$ cat config.mk
export PLATFORM = sky130hd
export DESIGN_NAME = shift_seq_ctrl
export DESIGN_NICKNAME = d
export VERILOG_FILES = /design/src/rtl/shift_seq_ctrl.sv
export SDC_FILE = /design/constraint.sdc
export NUM_CORES = 1
export LEC_CHECK = 0
export BUFFER_PORTS_ARGS = -buffer_cell sky130_fd_sc_hd__buf_2
export CAP_MARGIN = 5
export CORE_AREA = 2 2 39 41
export CTS_CLUSTER_DIAMETER = 80
export CTS_CLUSTER_SIZE = 12
export DETAILED_ROUTE_END_ITERATION = 16
export DIE_AREA = 0 0 41 43
export HOLD_SLACK_MARGIN = 0.15
export SLEW_MARGIN = 20
export SYNTH_ARGS = -nofsm -noshare
export SYNTH_HDL_FRONTEND = slang
export SYNTH_SLANG_ARGS = --single-unit
export TNS_END_PERCENT = 20
$ cat constraint.sdc
create_clock -name clk -period 1.4 [get_ports clk]
set_input_delay 0.28 -clock clk [delete_from_list [all_inputs] [get_ports clk]]
set_output_delay 0.28 -clock clk [all_outputs]
set_load 0.005 [all_outputs]
$ cat src/rtl/shift_seq_ctrl.sv
// Serial shift-register sequencer: accept a parallel word, shift it out for WIDTH cycles
// while capturing sin, then hold the captured word. Define SHIFT_SEQ_MSB_FIRST_EN for MSB-first.
module shift_seq_ctrl #(
    parameter int WIDTH = 4
) (
    input  logic             clk,
    input  logic             rst,
    input  logic             in_valid,
    output logic             in_ready,
    input  logic [WIDTH-1:0] in_data,
    input  logic             sin,
    output logic             sout,
    output logic             shift_en,
    output logic             out_valid,
    input  logic             out_ready,
    output logic [WIDTH-1:0] out_data
);

    localparam int CNT_W = (WIDTH > 1) ? $clog2(WIDTH) : 1;
    localparam logic [CNT_W-1:0] CNT_LAST = CNT_W'(WIDTH - 1);

    typedef enum logic [1:0] {
        IDLE  = 2'd0,
        SHIFT = 2'd1,
        DONE  = 2'd2
    } state_t;

    state_t           r_state;
    state_t           w_state_nxt;
    logic [WIDTH-1:0] r_sreg;
    logic [CNT_W-1:0] r_cnt;
    logic [WIDTH-1:0] w_sreg_shifted;
    logic             w_sout_bit;
    logic             w_accept;
    logic             w_last;

`ifdef SHIFT_SEQ_MSB_FIRST_EN
    assign w_sreg_shifted = {r_sreg[WIDTH-2:0], sin};
    assign w_sout_bit     = r_sreg[WIDTH-1];
`else
    assign w_sreg_shifted = {sin, r_sreg[WIDTH-1:1]};
    assign w_sout_bit     = r_sreg[0];
`endif

    // Handshake outputs depend on state only (in_ready also masked by rst).
    assign in_ready  = (r_state == IDLE) && !rst;
    assign shift_en  = (r_state == SHIFT);
    assign out_valid = (r_state == DONE);
    assign sout      = shift_en ? w_sout_bit : 1'b0;
    assign out_data  = r_sreg;

    assign w_accept = in_valid && in_ready;
    assign w_last   = (r_cnt == CNT_LAST);

    always_comb begin
        w_state_nxt = r_state;
        case (r_state)
            IDLE:    if (w_accept) w_state_nxt = SHIFT;
            SHIFT:   if (w_last) w_state_nxt = DONE;
            DONE:    if (out_ready) w_state_nxt = IDLE;
            default: w_state_nxt = IDLE;
        endcase
    end

    always_ff @(posedge clk) begin
        if (rst) begin
            r_state <= IDLE;
            r_sreg  <= '0;
            r_cnt   <= '0;
        end else begin
            r_state <= w_state_nxt;
            case (r_state)
                IDLE: begin
                    if (w_accept) begin
                        r_sreg <= in_data;
                        r_cnt  <= '0;
                    end
                end
                SHIFT: begin
                    r_sreg <= w_sreg_shifted;
                    r_cnt  <= w_last ? '0 : r_cnt + 1'b1;
                end
                default: ;
            endcase
        end
    end

endmodule

* Yosys cells after proc, flatten, opt, wreduce, memory -nomap -nowiden *
Cells that the tools add are included.

cells by class
  multiplexer cells = 10
  add/subtract/negate cells = 1
  reductions and logical operators = 7
  equality and inequality tests = 6

operator list
  kind                                                                   count
  2-bit 2-to-1 mux                                                       5
  4-bit case mux with 2 select lines                                     1
  2-bit case mux with 3 select lines                                     1
  2-bit equality test, second input constant                             2
  4-bit 2-to-1 mux                                                       1
  2-bit by 1-bit != test with 1-bit output, second input constant        2
  2-bit case mux with 2 select lines                                     1
  3-bit AND reduction                                                    1
  2-bit by 1-bit adder with 2-bit output, second input constant          1
  2-bit by 1-bit equality test with 1-bit output, second input constant  1
  1-bit logical AND                                                      2
  2-bit zero test                                                        1
  2-bit != test, second input constant                                   1
  2-bit AND reduction                                                    1
  2-bit nonzero test                                                     1
  1-bit zero test                                                        1
  1-bit 2-to-1 mux                                                       1

word-level totals
  logic and storage cells = 27
  register bits = 8
  input bits = 9

* Depth between registers and ports, before layout *
Gate-level depths: netlist of run 1.

  depth after elaboration = 5
  gate-level depth with buffers = 5

* Worst setup path after synthesis of run 1 *
No wires, ideal clock.

  kind = reg-to-output
  from = reg r_state[0]
  to = out sout
  arrival = 0.784 ns
  data required time = 1.120 ns
  slack = 0.336 ns
  cell stages (with the launch flop) = 4
  cell sequence = dfxtp_1 -> buf_6 -> and2b_1 -> and2_1

on the way
  longest elaborated chain between the ends = 2

RTL lines
  what                                            RTL line  RTL
  start: declaration                              28        state_t r_state;
  start signal: assignment                        71        r_state <= w_state_nxt;
  2-bit by 1-bit equality test with 1-bit output  47        assign shift_en = (r_state == SHIFT);
  net shift_en                                    13        output logic shift_en,
  1-bit 2-to-1 mux                                49        assign sout = shift_en ? w_sout_bit : 1'b0;
  end: declaration                                12        output logic sout,

The timed path passes the listed nets, and every way through them passes these cells.

* Final worst setup path of run 1 *
  from = reg r_state[0]
  to = out sout

on the way
  longest elaborated chain between the ends = 2

RTL lines
  what                                            RTL line
  2-bit by 1-bit equality test with 1-bit output  47
  1-bit 2-to-1 mux                                49

Every way passes these cells.

==> metrics.md, run 1 <==
| Metric | Value |
|---|---|
| Status | `finished, final reports clean` |
| Cell Rows | `14` |
| Sequential share of the synthesized area | `0.383` |
| Finished Layout Cells | `78` |
| CP Launch Type | `flop` |
| Largest area contributor in the netlist | `dfxtp_1` |
| Top-area cell type share of the netlist area | `0.383` |
| Die height | `43 um` |
| DRC Markers | `0` |
| Post-Syn Nets | `51` |
| Die footprint | `1760 sq um` |
| FF+latch count, synth | `8` |
| Vias | `373` |
| Hold Crit Class | `in -> reg` |
| Pleak | `0.272 nW` |
| Area grow syn2layout | `36.5%` |
| Num Clock Sinks | `8` |
| First-pass iteration count of the detailed router | `4` |
| WP data arrival | `1100 ps` |
| Commonest non-fill, non-tap cells in the layout | `buf_2, dfxtp_1, mux2i_1` |
| Synth cell types | `15` |
| Grt ovf | `0` |
| Max-Cap Viols | `0` |
| First-pass GRT wire length | `1.31 mm` |
| Placed insts | `71` |
| Min Tclk post-route | `1380 ps` |
| Setup_tns | `0 ps` |
| Die width | `41 um` |
| GPL Wtd Cong | `0.680` |
| Peak supply drop | `0.474 mV` |
| Slew @ Worst Pin | `424 ps` |
| Port Buffers | `16` |
| Antenna viol nets, final | `0` |
| Hold Worst Slack | `310 ps` |
| CP Max Fanout | `3` |
| Max incr delay on CP | `350 ps` |
| Commonest non-fill, non-tap cell in the layout | `buf_2` |
| Final Setup Violations | `0` |
| # fillers | `138` |
| Power per cell area | `985 nW/um^2` |
| Clk_lat worst skew | `270 ps` |
| Initial antenna violation count | `0` |
| Mapped cell area | `418 sq um` |
| WP data required | `1120 ps` |
| Clock transition at path regs | `60 ps` |
| Via/cell ratio | `4.78` |
| N_diodes | `0` |
| FF+latch area | `165 sq um` |
| Skew final | `8.51 ps` |
| Final hold violations | `0` |
| DPL Wire Length | `647 um` |
| Max Buffers Root-to-Sink | `2` |
| CTS root buf | `clkbuf_4` |
| Slew headroom | `0.718` |
| CTS tree | `yes` |
| Slowest CP cell | `dfxtp_4` |
| # IOs | `17` |
| Routed len/inst | `11.9 um` |
| Max Transition Viols Final | `0` |
| Warnings from Yosys | `0` |
| Critical setup path kind | `reg -> out` |
| Main area contributors after synthesis | `dfxtp_1, a211oi_2, mux2i_1` |
| WL final | `929 um` |
| Period utilization | `0.984` |
| Share of layout cells above drive strength 1 | `0.565` |
| Initial core utilization | `0.302` |
| Worst Setup End Kind | `primary output` |
| Num CTS Buffers | `3` |
| Post-Syn Area per Cell | `10.2 sq um` |
| Cell count after synthesis | `41` |
| Number of global-route vias before repair | `309` |
| H-Tree Depth | `1` |
| Largest net degree at the start of global routing | `10` |
| Detailed router's first-iteration violation count | `12` |
| Crit path cell chain | `and2b_2 > and2_1 > buf_2` |
| Multi-input combinational cell area | `225 sq um` |
| GRT Overall Usage | `0.115` |
| RSZ-0062 raised after global routing | `false` |
| Total core area | `1380 sq um` |
| Fmax | `726 MHz` |
| Nets | `74` |
==> worst paths after layout <==
kind / slack (ps) / start / cells after the start / endpoint
max: 20 / r_state[0]$_SDFFE_PP0P_ / 3 / sout
min: 310 / rst / 2 / out_data[3]$_SDFFE_PP0P_
max reg2reg: 140 / r_state[1]$_SDFFE_PP0P_ / 4 / out_data[2]$_SDFFE_PP0P_
min reg2reg: 510 / r_cnt[1]$_SDFFE_PP0P_ / 2 / r_cnt[1]$_SDFFE_PP0P_
==> flip-flops by register name (all words and copies together) (netlist names) <==
signal	flops
r_state	2
r_cnt	2
out_data	4
==> layer usage <==
layer  global-route usage  part of all wire
met1                0.144              0.45
met2                0.153              0.46
met3               0.0157             0.037
met4                0.120             0.047
met5                    0                 0
==> synth_stat cells <==
library cell	count
a211oi_2	4
a22oi_1	3
and2_1	1
and2b_1	2
buf_6	2
clkbuf_1	1
dfxtp_1	8
ha_1	1
inv_1	2
mux2i_1	5
nor2_1	4
nor2_2	4
nor3_1	2
o21ba_1	1
o21bai_1	1
==> area by class of cell <==
class                      count  share of cell area
sequential                     8               0.289
multi-input combinational     28               0.395
clock buffer                   3              0.0395
timing repair buffer          21               0.228
inverter                       2              0.0132
tap                           16              0.0351
==> power breakdown <==
group | switching, mW | leakage (nW) | internal, mW
combinational | 0.0504 | 0.191 | 0.0620
sequential | 0.0140 | 0.0671 | 0.243
clock | 0.0931 | 0.0138 | 0.0991
total | 0.158 | 0.272 | 0.404
==> through the flow <==
step | worst slack [ps] | total power [mW] | area, sq um | utilization
finish | 22.2 | 0.562 | 571 | 0.412
global route | 12.3 | 0.583 | 571 | 0.412
CTS | 20.3 | 0.546 | 541 | 0.391
detailed placement | 209 | 0.359 | 499 | 0.361
global placement | 211 | 0.357 | 499 | 0.361
floorplan | 336 | 0.330 | 418 | -
==> timing repair <==
action | 4_1_cts | 5_1_grt
gates resized for setup | 3 | 1
cloned | 0 | 0
endpoints found under the hold margin | 0 | 0
buffers inserted | 2 | 2
setup endpoints to repair | 1 | 1
hold buffers | 0 | 0
==> critical path, delay by kind of cell, from the launching register on <==
family | cells | cell delay, ps
AND/OR/NAND/NOR | 2 | 360
flip-flops | 1 | 350
buffers and inverters | 1 | 120
==> kinds of logic (layout without fill, tap and decap cells) <==
kind of cell,count (synthesis),after routing,synth area share
AND/OR/NAND/NOR,13,13,0.171
adder cells (fa/ha/maj),1,1,0.0299
buffers and inverters,5,26,0.0808
flip-flops,8,8,0.383
AO/OA/AOI/OAI,9,9,0.216
multiplexers,5,5,0.120
(Power assumes the default switching activity.)
==> inputs of run 2 (changes only) <==
--- a/config.mk
+++ b/config.mk
@@ -5,7 +5,7 @@
 export SDC_FILE = /design/constraint.sdc
 export NUM_CORES = 1
 export LEC_CHECK = 0
-export BUFFER_PORTS_ARGS = -buffer_cell sky130_fd_sc_hd__buf_2
+export BUFFER_PORTS_ARGS = -buffer_cell sky130_fd_sc_hd__clkbuf_2
 export CAP_MARGIN = 5
 export CORE_AREA = 2 2 39 41
 export CTS_CLUSTER_DIAMETER = 80
==> run 2 against run 1 <==
- register-to-register slack better by 70 ps
- critical endpoint unchanged
- total power is 5.0% lower
- largest cell class unchanged
- hold slack better by 8.7 ps
- flip-flop and latch count stayed put
- critical path depth stayed put
- count of clock-buffer cells in the layout stayed put
- sequential share of layout area is 0.40 points higher
- final cell count is 1.3% lower
- via count is 5.1% lower
- non-clock buffer count is 1 lower
- sequential power hardly changed
==> metrics.md, run 2 (synthesized netlist as in run 1, its figures left out) <==
| Metric | Value |
|---|---|
| Vias | `354 (-5.1%)` |
| Hold Crit Class | `in -> reg` |
| First-pass GRT wire length | `1.24 mm (-5.3%)` |
| Peak supply drop | `0.599 mV (+26%)` |
| Slowest CP cell | `dfxtp_2` |
| Max reg flops | `4 (unchanged)` |
| Grt ovf | `0 (unchanged)` |
| Die width | `41 um (unchanged)` |
| Routed len/inst | `10.1 um (-15%)` |
| Clock transition at path regs | `50 ps (about the same)` |
| Total core area | `1380 sq um (unchanged)` |
| RSZ-0062 raised after global routing | `true` |
| CTS tree | `yes` |
| Final hold violations | `0 (unchanged)` |
| First-pass iteration count of the detailed router | `2 (-2)` |
| Crit path cell chain | `and2b_2 > and2_4 > clkbuf_2` |
| Max Transition Viols Final | `0 (unchanged)` |
| Slew @ Worst Pin | `423 ps (-0.322 ps)` |
| Port Buffers | `16 (unchanged)` |
| WP data arrival | `1080 ps (-20 ps)` |
| DRC Markers | `0 (unchanged)` |
| Post-route cell area | `554 sq um (-2.9%)` |
| Clk_lat worst skew | `240 ps (-30 ps)` |
| Commonest non-fill, non-tap cell in the layout | `clkbuf_2` |
| Critical setup path kind | `reg -> out` |
| Initial antenna violation count | `0 (unchanged)` |
| N_diodes | `0 (unchanged)` |
| Initial core utilization | `0.302 (unchanged)` |
| Pleak | `0.263 nW (-3.4%)` |
| Num Clock Sinks | `8 (unchanged)` |
| DPL Wire Length | `605 um (-6.4%)` |
| # fillers | `150 (+8.7%)` |
| Die footprint | `1760 sq um (unchanged)` |
| Tot Pwr | `0.534 mW (-5.0%)` |
| GPL Wtd Cong | `0.717 (+5.4%)` |
| Via/cell ratio | `4.60 (-3.9%)` |
| CP Max Fanout | `6 (+3)` |
| GRT Overall Usage | `0.100 (-0.0150)` |
| Number of global-route vias before repair | `329 (+6.5%)` |
| Status | `finished, final reports clean` |
| Placed insts | `72 (+1.4%)` |
| Placed inst area | `507 sq um (+1.5%)` |
| Max incr delay on CP | `350 ps (about the same)` |
| Largest net degree at the start of global routing | `9 (-1)` |
| Cell Rows | `14 (unchanged)` |
| Cts-stage hold buffer count | `0 (unchanged)` |
| H-Tree Depth | `1 (unchanged)` |
| Max Buffers Root-to-Sink | `2 (unchanged)` |
| Num CTS Buffers | `3 (unchanged)` |
| Skew final | `2.00 ps (-6.51 ps)` |
| WP data required | `1120 ps (about the same)` |
| Fmax | `734 MHz (+1.1%)` |
| Share of layout cells above drive strength 1 | `0.574 (+0.00925)` |
| Max-Cap Viols | `0 (unchanged)` |
| Period utilization | `0.973 (-0.0110)` |
| Area grow syn2layout | `32.6%` |
| Detailed router's first-iteration violation count | `5 (-7)` |
| Final Setup Violations | `0 (unchanged)` |
| Finished Layout Cells | `77 (-1.3%)` |
| Power per cell area | `963 nW/um^2 (-2.2%)` |
| Nets | `73 (-1.4%)` |
| Die height | `43 um (unchanged)` |
| Min Tclk post-route | `1360 ps (-15.4 ps)` |
| # IOs | `17 (unchanged)` |
| CTS root buf | `clkbuf_4` |
| Antenna viol nets, final | `0 (unchanged)` |
| CP Launch Type | `flop` |
| Worst Setup End Kind | `primary output` |
| Setup_tns | `0 ps (unchanged)` |
| Commonest non-fill, non-tap cells in the layout | `clkbuf_2, dfxtp_1, mux2i_1` |
| Slew headroom | `0.718 (about the same)` |
| WL final | `775 um (-17%)` |
[run 2: repair_timing]
item                       4_1_cts  5_1_grt
setup endpoints to repair        1        1
hold endpoints to repair         0        0
setup buffers                    2        0
gates resized for setup          3        2
pin swaps                        0        1
[run 2: layout make-up]
class | instances | area [sq um] | share of cell area
sequential | 8 | 163 | 0.293
tap | 16 | 20.0 | 0.0361
clock buffer | 3 | 22.5 | 0.0406
timing repair buffer | 20 | 114 | 0.205
multi-input combinational | 28 | 228 | 0.411
inverter | 2 | 7.51 | 0.0135
[run 2: critical path: cells and delay by family, from the launching register on]
| family | cells | cell delay [ps] |
|---|---|---|
| simple gates | 2 | 390 |
| flops | 1 | 350 |
| buf+inv | 1 | 100 |
[run 2: final timing paths]
| path | startpoint | endpoint | slack [ps] | depth (start not counted) |
|---|---|---|---|---|
| worst min register to register | r_state[1]$_SDFFE_PP0P_ | r_state[0]$_SDFFE_PP0P_ | 450 | 1 |
| worst max register to register | r_state[1]$_SDFFE_PP0P_ | r_cnt[1]$_SDFFE_PP0P_ | 210 | 5 |
| worst min-delay path | out_ready | r_state[1]$_SDFFE_PP0P_ | 320 | 4 |
| worst max-delay path | r_state[1]$_SDFFE_PP0P_ | sout | 40 | 3 |
[run 2: metal layers]
metal	track usage	routed length, um	vias to the layer above
met5	0	0	-
met4	0.0200	0	0
met3	0.0314	43	0
met2	0.153	358	9
met1	0.134	373	159
li1	-	-	186
[run 2: report_power, final]
| part | total [mW] | switching, mW | leakage [nW] | internal (mW) |
|---|---|---|---|---|
| clock | 0.169 | 0.0714 | 0.0138 | 0.0976 |
| sequential | 0.259 | 0.0145 | 0.0668 | 0.244 |
| combinational | 0.106 | 0.0475 | 0.182 | 0.0584 |
| total | 0.534 | 0.133 | 0.263 | 0.400 |
[run 2: through the flow]
step	utilization	hold slack, ps	worst slack (ps)
2_1_floorplan	-	464	336
4_1_cts	0.396	322	8.88
3_5_place_dp	0.366	508	210
6_report	0.401	319	37.6
5_1_grt	0.401	365	-0.525
3_3_place_gp	0.366	491	216
